File: src/rtl/demux_id_q.sv
// Instruction queue between fetch and decode: DEPTH-entry valid/ready FIFO of {isc, pc}
// with the head entry decoded combinationally into MIPS fields, real_op and an extended immediate.
module demux_id_q #(
  parameter int ISC_W  = 32,
  parameter int ADR_W  = 16,
  parameter int DEPTH  = 4,
  parameter int CNT_W  = $clog2(DEPTH) + 1,
  parameter int XIMM_W = 32
) (
  input  logic              clk,
  input  logic              rst,
  input  logic              flush,
  input  logic              in_valid,
  output logic              in_ready,
  input  logic [ISC_W-1:0]  isc_in,
  input  logic [ADR_W-1:0]  pc_in,
  output logic              out_valid,
  input  logic              out_ready,
  output logic [5:0]        op,
  output logic [4:0]        rs,
  output logic [4:0]        rt,
  output logic [4:0]        rd,
  output logic [4:0]        shamt,
  output logic [5:0]        rfunct,
  output logic [15:0]       imm,
  output logic [ADR_W-1:0]  addr,
  output logic [5:0]        real_op,
  output logic [XIMM_W-1:0] imm_x,
  output logic [ADR_W-1:0]  pc_next,
  output logic [CNT_W-1:0]  count
);

  localparam int PTR_W = $clog2(DEPTH);

  logic [ISC_W-1:0] isc_mem_q [DEPTH];
  logic [ADR_W-1:0] pc_mem_q  [DEPTH];

  logic [PTR_W-1:0] wr_ptr_q, wr_ptr_d;
  logic [PTR_W-1:0] rd_ptr_q, rd_ptr_d;
  logic [CNT_W-1:0] count_q,  count_d;

  logic push, pop;

  assign in_ready  = (count_q != CNT_W'(DEPTH));
  assign out_valid = (count_q != '0);
  assign push      = in_valid & in_ready;
  assign pop       = out_valid & out_ready;
  assign count     = count_q;

  // NOTE: every always_comb output gets a default first, so no path can infer a latch.
  always_comb begin
    wr_ptr_d = wr_ptr_q;
    rd_ptr_d = rd_ptr_q;
    count_d  = count_q;
    if (flush) begin
      wr_ptr_d = '0;
      rd_ptr_d = '0;
      count_d  = '0;
    end else begin
      if (push) wr_ptr_d = wr_ptr_q + PTR_W'(1);
      if (pop)  rd_ptr_d = rd_ptr_q + PTR_W'(1);
      if (push && !pop)      count_d = count_q + CNT_W'(1);
      else if (pop && !push) count_d = count_q - CNT_W'(1);
    end
  end

  // NOTE: sequential state uses non-blocking assignments so all registers update together.
  always_ff @(posedge clk or negedge rst) begin
    if (!rst) begin
      wr_ptr_q <= '0;
      rd_ptr_q <= '0;
      count_q  <= '0;
    end else begin
      wr_ptr_q <= wr_ptr_d;
      rd_ptr_q <= rd_ptr_d;
      count_q  <= count_d;
    end
  end

  // NOTE: the storage array is reset explicitly; flush only moves pointers and leaves data in place.
  always_ff @(posedge clk or negedge rst) begin
    if (!rst) begin
      for (int i = 0; i < DEPTH; i++) begin
        isc_mem_q[i] <= '0;
        pc_mem_q[i]  <= '0;
      end
    end else if (push && !flush) begin
      isc_mem_q[wr_ptr_q] <= isc_in;
      pc_mem_q[wr_ptr_q]  <= pc_in;
    end
  end

  // Head entry gated by out_valid so an empty or flushed queue presents all-zero fields.
  logic [ISC_W-1:0] head_isc;
  logic [31:0]      lui_val;

  assign head_isc = out_valid ? isc_mem_q[rd_ptr_q] : '0;
  assign pc_next  = out_valid ? pc_mem_q[rd_ptr_q]  : '0;

  assign op      = head_isc[31:26];
  assign rs      = head_isc[25:21];
  assign rt      = head_isc[20:16];
  assign rd      = head_isc[15:11];
  assign shamt   = head_isc[10:6];
  assign rfunct  = head_isc[5:0];
  assign imm     = head_isc[15:0];
  assign addr    = ADR_W'(head_isc[15:0]);
  assign real_op = (op == 6'h00) ? rfunct : op;
  assign lui_val = {head_isc[15:0], 16'h0000};

  always_comb begin
    imm_x = XIMM_W'($signed(imm));
    unique case (op)
      6'h0C, 6'h0D, 6'h0E: imm_x = XIMM_W'(imm);
      6'h0F:               imm_x = XIMM_W'(lui_val);
      default:             imm_x = XIMM_W'($signed(imm));
    endcase
  end

endmodule

File: config.mk
export PLATFORM = sky130hd
export DESIGN_NAME = demux_id_q
export DESIGN_NICKNAME = d
export VERILOG_FILES = /design/src/rtl/demux_id_q.sv
export SDC_FILE = /design/constraint.sdc
export NUM_CORES = 1
export LEC_CHECK = 0
export ABC_AREA = 1
export CAP_MARGIN = 20
export CORE_MARGIN = 3
export CORE_UTILIZATION = 30
export DETAILED_ROUTE_END_ITERATION = 8
export GPL_TIMING_DRIVEN = 1
export PLACE_DENSITY = 0.6
export REMOVE_ABC_BUFFERS = 1
export SLEW_MARGIN = 20
export SYNTH_ARGS = -nofsm -noshare
export SYNTH_HDL_FRONTEND = slang
export SYNTH_SLANG_ARGS = --single-unit
File: constraint.sdc
create_clock -name clk -period 1.65 [get_ports clk]
set_input_delay 0.165 -clock clk [delete_from_list [all_inputs] [get_ports clk]]
set_output_delay 0.165 -clock clk [all_outputs]
set_load 0.02 [all_outputs]
==> results of run 1 <==
-- what timing repair did --
action,in CTS,in global routing
hold endpoints to repair,36,0
setup buffers,22,41
setup endpoints to repair,301,319
cloned,6,30
pin swaps,25,83
hold buffers,1,0
gates resized for setup,580,439
-- layout make-up --
class | instances | area, um2 | share of cell area, %
clock buffers | 22 | 474 | 3.12
clock inverters | 10 | 143 | 0.939
inverters | 77 | 304 | 2.00
multi-input cells | 838 | 4540 | 29.9
flip-flops and latches | 199 | 4980 | 32.8
well taps | 435 | 544 | 3.58
repair buffers | 350 | 4190 | 27.6
repair inverters | 1 | 3.75 | 0.0247
-- placed cells by master, fill, tap and decap left out, types with 5 or more instances in the layout --
cell,Yosys,routed
o21ai_1,36,84
nand2_8,0,5
nor2_1,177,152
clkbuf_16,0,40
nor2_2,1,15
buf_6,22,108
inv_2,3,9
buf_16,0,7
buf_8,2,8
nand2_2,2,19
buf_2,16,10
o21ai_2,0,36
nand2_1,269,244
buf_4,43,101
buf_12,2,35
dfrtp_1,199,197
a21oi_1,28,10
a21boi_2,0,14
nand2_4,0,5
o21ai_4,1,8
nand3_1,33,19
nand3_2,2,14
a21oi_2,16,34
inv_1,74,65
nor2_4,1,12
o21ai_0,245,154
clkdlybuf4s50_1,0,54
-- worst max path at each step --
stage	from	end	slack (ns)	depth (start not counted)
after floorplan	rd_ptr_q[0]	imm_x[0]	-2.81	7
after global placement	rd_ptr_q[0]	imm_x[30]	-0.70	12
after detailed placement	rd_ptr_q[0]	imm_x[30]	-0.73	11
after CTS	rd_ptr_q[0]	imm_x[15]	-0.78	11
after global routing	rd_ptr_q[0]	imm_x[18]	-0.94	13
final	rd_ptr_q[0]	imm_x[17]	-0.82	10
-- metal layers --
metal	part of all wire (%)	GRT usage [%]
met1	45	21.9
met3	4.7	2.77
met5	0.050	0
met2	49	27.2
met4	1.0	3.29
-- registers in the layout (all words and copies together), names as in the netlist --
| register | cells |
|---|---|
| wr_ptr_q | 2 |
| rd_ptr_q | 2 |
| count | 3 |
| pc_mem_q | 64 |
| isc_mem_q | 128 |
-- metrics by stage --
stage               util, %  setup WS [ns]  hold slack (ns)
CTS                    41.5         -0.780            0.230
detailed placement     38.6         -0.726            0.123
global placement       38.6         -0.700            0.123
finish                 47.4         -0.820            0.222
floorplan                 -          -2.81           -0.131
global route           47.4         -0.943            0.239
-- logic make-up (layout without fill, tap and decap cells) --
| family | after synthesis | after routing | synth area share, % |
|---|---|---|---|
| compound gates | 343 | 343 | 18.4 |
| xor+xnor | 1 | 1 | 0.0882 |
| fa+ha+maj | 5 | 5 | 0.706 |
| buf+inv | 192 | 460 | 11.3 |
| flops | 199 | 199 | 50.2 |
| simple gates | 487 | 489 | 19.3 |
-- power groups by stage --
stage	clock, mW	sequential, mW	combinational (mW)
global route	4.77	8.52	19.6
CTS	4.53	8.01	14.8
floorplan	0	7.98	7.30
global placement	0	8.00	14.3
finish	4.46	8.27	18.3
detailed placement	0	8.07	14.5
==> out/metrics.yaml, run 1 <==
outcome:
  status: "finished with violations"
  failed_checks: "negative setup slack"
timing:
  finalSetupViolCount: 312
  worst_slack_ns: -0.820
  skew_ns: 0.0166
  maxSlewViolCount: 0
  timing.final.crit_share_pct: 150
  fmax_mhz: 405
  post-route-min-period_ns: 2.47
  setup-tns-final_ns: -81.47
  worstMarginPinSlew_ns: 0.408
  hold_viol: 0
  slew_headroom_pct: 72.8
  rsz0062_at_grt: "yes"
worst_setup_path:
  r2r_end: "count[1]"
  rr_startpoint: "count[0]"
  worstSetupPathType: "flop to output pin"
  required_ns: 1.48
  cp_cell_sequence: "buf_4 > nand2_1 > nand3_2 > nand2_2 > nand3_4 > buf_4 > o21ai_4 > buf_12 > nand2_1 > buf_6"
  path_delay_family: "buffers and inverters"
  worst-path-max-fanout: 16
  cp.arrival_ns: 2.30
  cp_num_buf_inv: 4
  cp-start-kind: "flop"
  slowest_stage: "dfrtp_4"
  worstRegToRegCells: 11
  regToRegSetupSlack_ns: -0.24
  worst_setup_path_end_kind: "output pin"
  cp_slowest_stage_delay_ns: 0.55
cells_and_area:
  fillCellCount: 3081
  drive_above_1_share_pct: 33.8
  syn2layout_area_growth_pct: 52.9
  postLayoutCellArea_um2: 15200
  antenna_cells: 0
  layout.nets: 1542
  fin_cells: 1932
clocking:
  clock-sinks: 199
  cts_max_path_buffers: 2
  h-tree-depth: 4
  clk_pin_slew_ns: 0.08
  clockRootBuffer: "clkbuf_16"
  clkLatencyLatePin_ns: 0.44
  numCtsBuffers: 17
  cts_tree: "done"
synthesis:
  synthTopCellsByArea: "dfrtp_1 50%, o21ai_0 12%, nand2_1 10%"
  synth_commonest_cells: "269 x nand2_1, 245 x o21ai_0, 199 x dfrtp_1, 177 x nor2_1, 74 x inv_1"
  synth_area_leader_cell: "dfrtp_1"
  synth_edf_count: 0
  ys.flop_type: "dfrtp_1"
  ys_seq_area_share_pct: 50.2
  netlist_area_um2: 9930
  synth_warnings: 0
  yosysTopAreaCellShare_pct: 50.2
  syn_area_per_cell_um2: 8.09
  synth.most_common_cell: "nand2_1"
  synthArstFlopShare_pct: 100
  synth_seq_cells: 199
  syn_inst: 1227
  synth_cell_type_count: 30
global_routing:
  grt_max_degree: 59
  grt_overflow: 0
  grt_pass1_vias: 8712
  grt_pass1_wl_um: 46500
  grt_util_all_layers_pct: 16.1
  antenna_found_initial: 1
pwr:
  power_frac_seq_pct: 26.7
  power_mw: 31.0
  total_leakage_power_nw: 7.15
  switchingPower_mw: 12.8
  swShare_pct: 41.4
  p_per_area_nw_per_um2: 2040
  p_int_mw: 18.1
  ir_drop_mv: 1.27
  p_clk_share_pct: 14.4
  combPwrFrac_pct: 58.9
routing:
  vias_per_cell: 4.78
  drc: 0
  first_iter_violations: 646
  wire_per_inst_um: 17.5
  vias: 9235
  routed_wl_um: 33800
  first_pass_iters: 5
  final_antenna_net_count: 0
floorplanning:
  rows: 65
  die_height_um: 188
  die-width_um: 188
  ios: 176
  die_area_um2: 35300
  fp.coreArea_um2: 32000
  initial_core_util_pct: 31.0
flow_run:
  maxCapViolCount: 0
placed_design:
  place_inst: 1808
  finalWeightedCongestion: 0.776
  placed_cell_area_um2: 12400
  dp_hpwl_um: 18300
  portBuffers: 175
hold_path:
  hp-class: "primary input to async pin"
Power figures use the tool's default switching activity.
==> run 2: changes to the inputs <==
--- a/config.mk
+++ b/config.mk
@@ -8,10 +8,11 @@
 export ABC_AREA = 1
 export CAP_MARGIN = 20
 export CORE_MARGIN = 3
-export CORE_UTILIZATION = 30
+export CORE_UTILIZATION = 48
 export DETAILED_ROUTE_END_ITERATION = 8
+export GPL_ROUTABILITY_DRIVEN = 1
 export GPL_TIMING_DRIVEN = 1
-export PLACE_DENSITY = 0.6
+export PLACE_DENSITY = 0.85
 export REMOVE_ABC_BUFFERS = 1
 export SLEW_MARGIN = 20
 export SYNTH_ARGS = -nofsm -noshare
==> out/metrics.yaml, run 2 (synthesized netlist as in run 1, its figures left out) <==
pwr:
  power_frac_seq_pct: 28.4
  p_int_mw: 16.7
  switchingPower_mw: 12.5
  p_per_area_nw_per_um2: 2130
  p_clk_share_pct: 14.2
  ir_drop_mv: 1.31
  total_leakage_power_nw: 6.68
  swShare_pct: 42.7
  combPwrFrac_pct: 57.4
  power_mw: 29.2
worst_setup_path:
  worstSetupPathType: "flop to output pin"
  worstRegToRegCells: 12
  cp-start-kind: "flop"
  worst-path-max-fanout: 13
  required_ns: 1.48
  rr_startpoint: "count[0]"
  worst_setup_path_end_kind: "output pin"
  cp.arrival_ns: 2.28
  regToRegSetupSlack_ns: -0.39
  slowest_stage: "dfrtp_4"
  cp_cell_sequence: "clkbuf_16 > nand2_1 > nand3_2 > nand2_2 > nand2_2 > nor2_4 > buf_6 > buf_16 > nand3_1 > nand2_1 > buf_6"
  r2r_end: "count[2]"
  cp_slowest_stage_delay_ns: 0.56
flow_run:
  maxCapViolCount: 0
cells_and_area:
  final_common_cell: "nand2_1"
  fillCellCount: 1419
  layout_common_cells: "259 x nand2_1, 205 x o21ai_0, 197 x dfrtp_1"
  antenna_cells: 0
  syn2layout_area_growth_pct: 38.1
  largest_reg_flops: 128
  drive_above_1_share_pct: 27.3
  layout.nets: 1505
  regMostFlops: "isc_mem_q"
clocking:
  numCtsBuffers: 17
  clk_pin_slew_ns: 0.07
  clkLatencyLatePin_ns: 0.44
  clock-sinks: 199
  cts_max_path_buffers: 2
  h-tree-depth: 4
  cts_tree: "done"
  clockRootBuffer: "clkbuf_16"
timing:
  hold_viol: 0
  rsz0062_at_grt: "yes"
  worst_slack_ns: -0.800
  setup-tns-final_ns: -78.83
  slew_headroom_pct: 68.6
  skew_ns: 0.00881
  worstMarginPinSlew_ns: 0.471
  maxSlewViolCount: 0
  fmax_mhz: 408
  timing.final.crit_share_pct: 148
  finalSetupViolCount: 247
  post-route-min-period_ns: 2.45
  worst_hold_slack_ns: 0.254
global_routing:
  grt_util_all_layers_pct: 23.9
  grt_overflow: 0
  grt_max_degree: 55
  antenna_found_initial: 1
  grt_pass1_vias: 8877
  grt_pass1_wl_um: 43400
floorplanning:
  die-width_um: 150
  ios: 176
  fp.coreArea_um2: 19900
  die_area_um2: 22400
  rows: 51
  die_height_um: 150
  initial_core_util_pct: 49.9
routing:
  vias: 9520
  first_iter_violations: 967
  vias_per_cell: 5.52
  drc: 0
  first_pass_iters: 6
  final_antenna_net_count: 0
  wire_per_inst_um: 17.3
  routed_wl_um: 29800
placed_design:
  finalWeightedCongestion: 0.830
  dp_hpwl_um: 17500
  portBuffers: 175
hold_path:
  hp-class: "primary input to async pin"
outcome:
  failed_checks: "negative setup slack"
  status: "finished with violations"
==> run 2: final cells by class <==
cell class | count | area (um2) | share of cell area, %
flip-flops and latches | 199 | 4980 | 36.4
multi-input cells | 836 | 4140 | 30.2
repair buffers | 315 | 3350 | 24.4
clock buffers | 17 | 425 | 3.10
well taps | 265 | 332 | 2.42
inverters | 77 | 312 | 2.27
clock inverters | 15 | 159 | 1.16
repair inverters | 1 | 7.51 | 0.0547
==> run 2: worst max path at each step <==
stage / from / to
2_1_floorplan: rd_ptr_q[0] / imm_x[0]
3_3_place_gp: rd_ptr_q[0] / imm_x[0]
3_5_place_dp: rd_ptr_q[0] / imm_x[16]
4_1_cts: rd_ptr_q[0] / imm_x[24]
5_1_grt: rd_ptr_q[1] / real_op[3]
6_report: rd_ptr_q[0] / imm_x[19]
==> run 2: power by group through the flow <==
stage	registers (mW)	clock network (mW)	logic, mW
after floorplan	7.98	0	7.30
after CTS	8.06	4.17	14.3
after global routing	8.51	4.37	18.0
after detailed placement	8.10	0	14.4
final	8.31	4.14	16.8
after global placement	7.97	0	14.0
==> run 2: layer usage <==
layer / vias up / wire length (um) / track usage [%]
li1: 4364 / - / -
met1: 4589 / 11600 / 30.4
met2: 483 / 15100 / 41.7
met3: 82 / 2280 / 4.24
met4: 2 / 829 / 6.91
met5: - / 13 / 0
==> run 2: critical path: cells and delay by family (launching register included) <==
family                 cells  cell delay (ns)
AND/OR/NAND/NOR            7             0.70
flip-flops                 1             0.56
buffers and inverters      4             0.60
==> run 2: repair_timing <==
item	CTS	global route
hold buffers	1	0
hold endpoints to repair	46	0
endpoints found under the setup margin	211	319
gates resized for setup	466	363
pin swaps	20	47
cloned	3	6
setup buffers	13	25
==> run 2: through the flow <==
stage	cell area (um2)	setup slack [ns]	util [%]	std cells
after floorplan	9090	-2.81	-	1112
after global placement	12200	-0.702	61.4	1646
after detailed placement	12200	-0.759	61.4	1646
after CTS	12900	-0.729	64.7	1695
after global routing	13700	-0.890	68.9	1725
final	13700	-0.800	68.9	1725
==> run 3: changes to the inputs <==
--- a/config.mk
+++ b/config.mk
@@ -8,11 +8,12 @@
 export ABC_AREA = 1
 export CAP_MARGIN = 20
 export CORE_MARGIN = 3
-export CORE_UTILIZATION = 48
+export CORE_UTILIZATION = 50
+export CTS_CLUSTER_SIZE = 16
 export DETAILED_ROUTE_END_ITERATION = 8
 export GPL_ROUTABILITY_DRIVEN = 1
 export GPL_TIMING_DRIVEN = 1
-export PLACE_DENSITY = 0.85
+export PLACE_DENSITY = 0.84
 export REMOVE_ABC_BUFFERS = 1
 export SLEW_MARGIN = 20
 export SYNTH_ARGS = -nofsm -noshare
==> constraint.sdc (replaced) <==
create_clock -name clk -period 2.8 [get_ports clk]
set_input_delay 0.28 -clock clk [delete_from_list [all_inputs] [get_ports clk]]
set_output_delay 0.28 -clock clk [all_outputs]
set_load 0.02 [all_outputs]
==> out/metrics.yaml, run 3 (synthesized netlist as in run 1, its figures left out) <==
outcome:
  status: "completed"
cells_and_area:
  final_util_pct: 63.9
  largest_reg_flops: 128
  fillCellCount: 1588
  syn2layout_area_growth_pct: 22.9
  drive_above_1_share_pct: 10.4
  final_common_cell: "nand2_1"
  regMostFlops: "isc_mem_q"
  layout_common_cells: "265 x nand2_1, 245 x o21ai_0, 197 x dfrtp_1"
  fin_cells: 1619
  layout.nets: 1404
  antenna_cells: 0
global_routing:
  grt_pass1_wl_um: 41000
  grt_max_degree: 97
  grt_util_all_layers_pct: 23.0
  antenna_found_initial: 0
  grt_pass1_vias: 8297
  grt_overflow: 0
worst_setup_path:
  cp.arrival_ns: 2.45
  slowest_stage: "clkdlybuf4s50_1"
  r2r_end: "isc_mem_q[41]"
  worstSetupPathType: "flop to output pin"
  rr_startpoint: "count[0]"
  path_delay_family: "buffers and inverters"
  worst-path-max-fanout: 34
  cp_common_cell: "nor2_1"
  cp_cell_sequence: "buf_16 > buf_12 > nor2_1 > nor2_1 > o21ai_0 > a21oi_1 > clkdlybuf4s50_1"
  regToRegSetupSlack_ns: 0.56
  cp_slowest_stage_delay_ns: 0.64
  worst_setup_path_end_kind: "output pin"
  cp_num_buf_inv: 3
  cp_num_cells: 7
  required_ns: 2.52
  worstRegToRegCells: 7
  cp-start-kind: "flop"
routing:
  first_iter_violations: 661
  routed_wl_um: 25400
  wire_per_inst_um: 15.7
  vias: 8673
  first_pass_iters: 5
  drc: 0
  vias_per_cell: 5.36
  final_antenna_net_count: 0
pwr:
  power_mw: 15.0
  p_int_mw: 8.74
  combPwrFrac_pct: 50.8
  p_per_area_nw_per_um2: 1230
  total_leakage_power_nw: 6.02
  p_clk_share_pct: 17.5
  power_frac_seq_pct: 31.6
  switchingPower_mw: 6.28
  ir_drop_mv: 0.575
  swShare_pct: 41.8
timing:
  slew_headroom_pct: 35.8
  skew_ns: 0.00959
  fmax_mhz: 367
  hold_viol: 0
  worst_hold_slack_ns: 0.425
  setup-tns-final_ns: 0
  post-route-min-period_ns: 2.73
  maxSlewViolCount: 0
  finalSetupViolCount: 0
  timing.final.crit_share_pct: 97.4
  worstMarginPinSlew_ns: 0.963
clocking:
  cts_tree: "done"
  clkLatencyLatePin_ns: 0.43
  cts_max_path_buffers: 2
  clock-sinks: 199
  clk_pin_slew_ns: 0.07
  clockRootBuffer: "clkbuf_16"
  h-tree-depth: 4
  numCtsBuffers: 17
floorplanning:
  die_height_um: 147
  initial_core_util_pct: 52.0
  fp.coreArea_um2: 19100
  die-width_um: 147
  die_area_um2: 21600
  rows: 50
  ios: 176
flow_run:
  maxCapViolCount: 0
placed_design:
  portBuffers: 175
  place_inst: 1576
  finalWeightedCongestion: 0.848
  dp_hpwl_um: 15700
hold_path:
  hp-class: "primary input to async pin"
-- run 3: changes by cell type in the layout (fill, tap and decap cells not counted), moves of 12 or more --
cell	delta
buf_4	-90
buf_6	-87
clkdlybuf4s50_1	+61
nor2_1	+44
o21ai_0	+40
clkbuf_2	+34
o21ai_1	-33
nor2_2	-32
buf_12	-19
dlymetal6s2s_1	+14
nor2_4	-12
-- run 3: worst max path at each step --
stage | startpoint | endpoint | slack, ns
detailed placement | rd_ptr_q[0] | imm_x[17] | 0.14
global route | rd_ptr_q[0] | imm_x[0] | -0.04
floorplan | rd_ptr_q[0] | imm_x[0] | -1.78
finish | rd_ptr_q[0] | pc_next[10] | 0.07
global placement | rd_ptr_q[0] | real_op[0] | 0.21
CTS | rd_ptr_q[0] | imm_x[30] | -0.008
-- run 3: area by class of cell --
class	count	area [um2]	area share (%)
inverters	77	309	2.53
clock buffers	21	470	3.86
multi-input cells	836	3860	31.7
repair buffers	215	2080	17.1
well taps	260	325	2.67
flip-flops and latches	199	4980	40.9
clock inverters	11	169	1.38
-- run 3: layer usage --
| metal | global-route usage (%) | wire (um) |
|---|---|---|
| met5 | 0 | 0 |
| met4 | 5.64 | 303 |
| met3 | 4.72 | 1880 |
| met2 | 39.0 | 12500 |
| met1 | 30.5 | 10700 |
-- run 3: stage by stage --
stage          setup slack, ns  cell area [um2]
2_1_floorplan            -1.78             9090
3_3_place_gp             0.208            11500
3_5_place_dp             0.136            11500
4_1_cts               -0.00758            12200
5_1_grt                -0.0394            12200
6_report                0.0730            12200
-- run 3: power by group through the flow --
stage | sequential (mW) | clock, mW | combinational (mW)
floorplan | 4.70 | 0 | 4.30
global placement | 4.69 | 0 | 7.62
detailed placement | 4.76 | 0 | 7.80
CTS | 4.73 | 2.66 | 7.65
global route | 4.89 | 2.78 | 8.36
finish | 4.76 | 2.64 | 7.64
-- run 3: timing repair --
action	4_1_cts	5_1_grt
gates cloned	0	2
hold buffers	1	0
buffers inserted	2	6
setup endpoints to repair	94	78
pin swaps	2	5
endpoints found under the hold margin	69	0
resized for setup	56	93
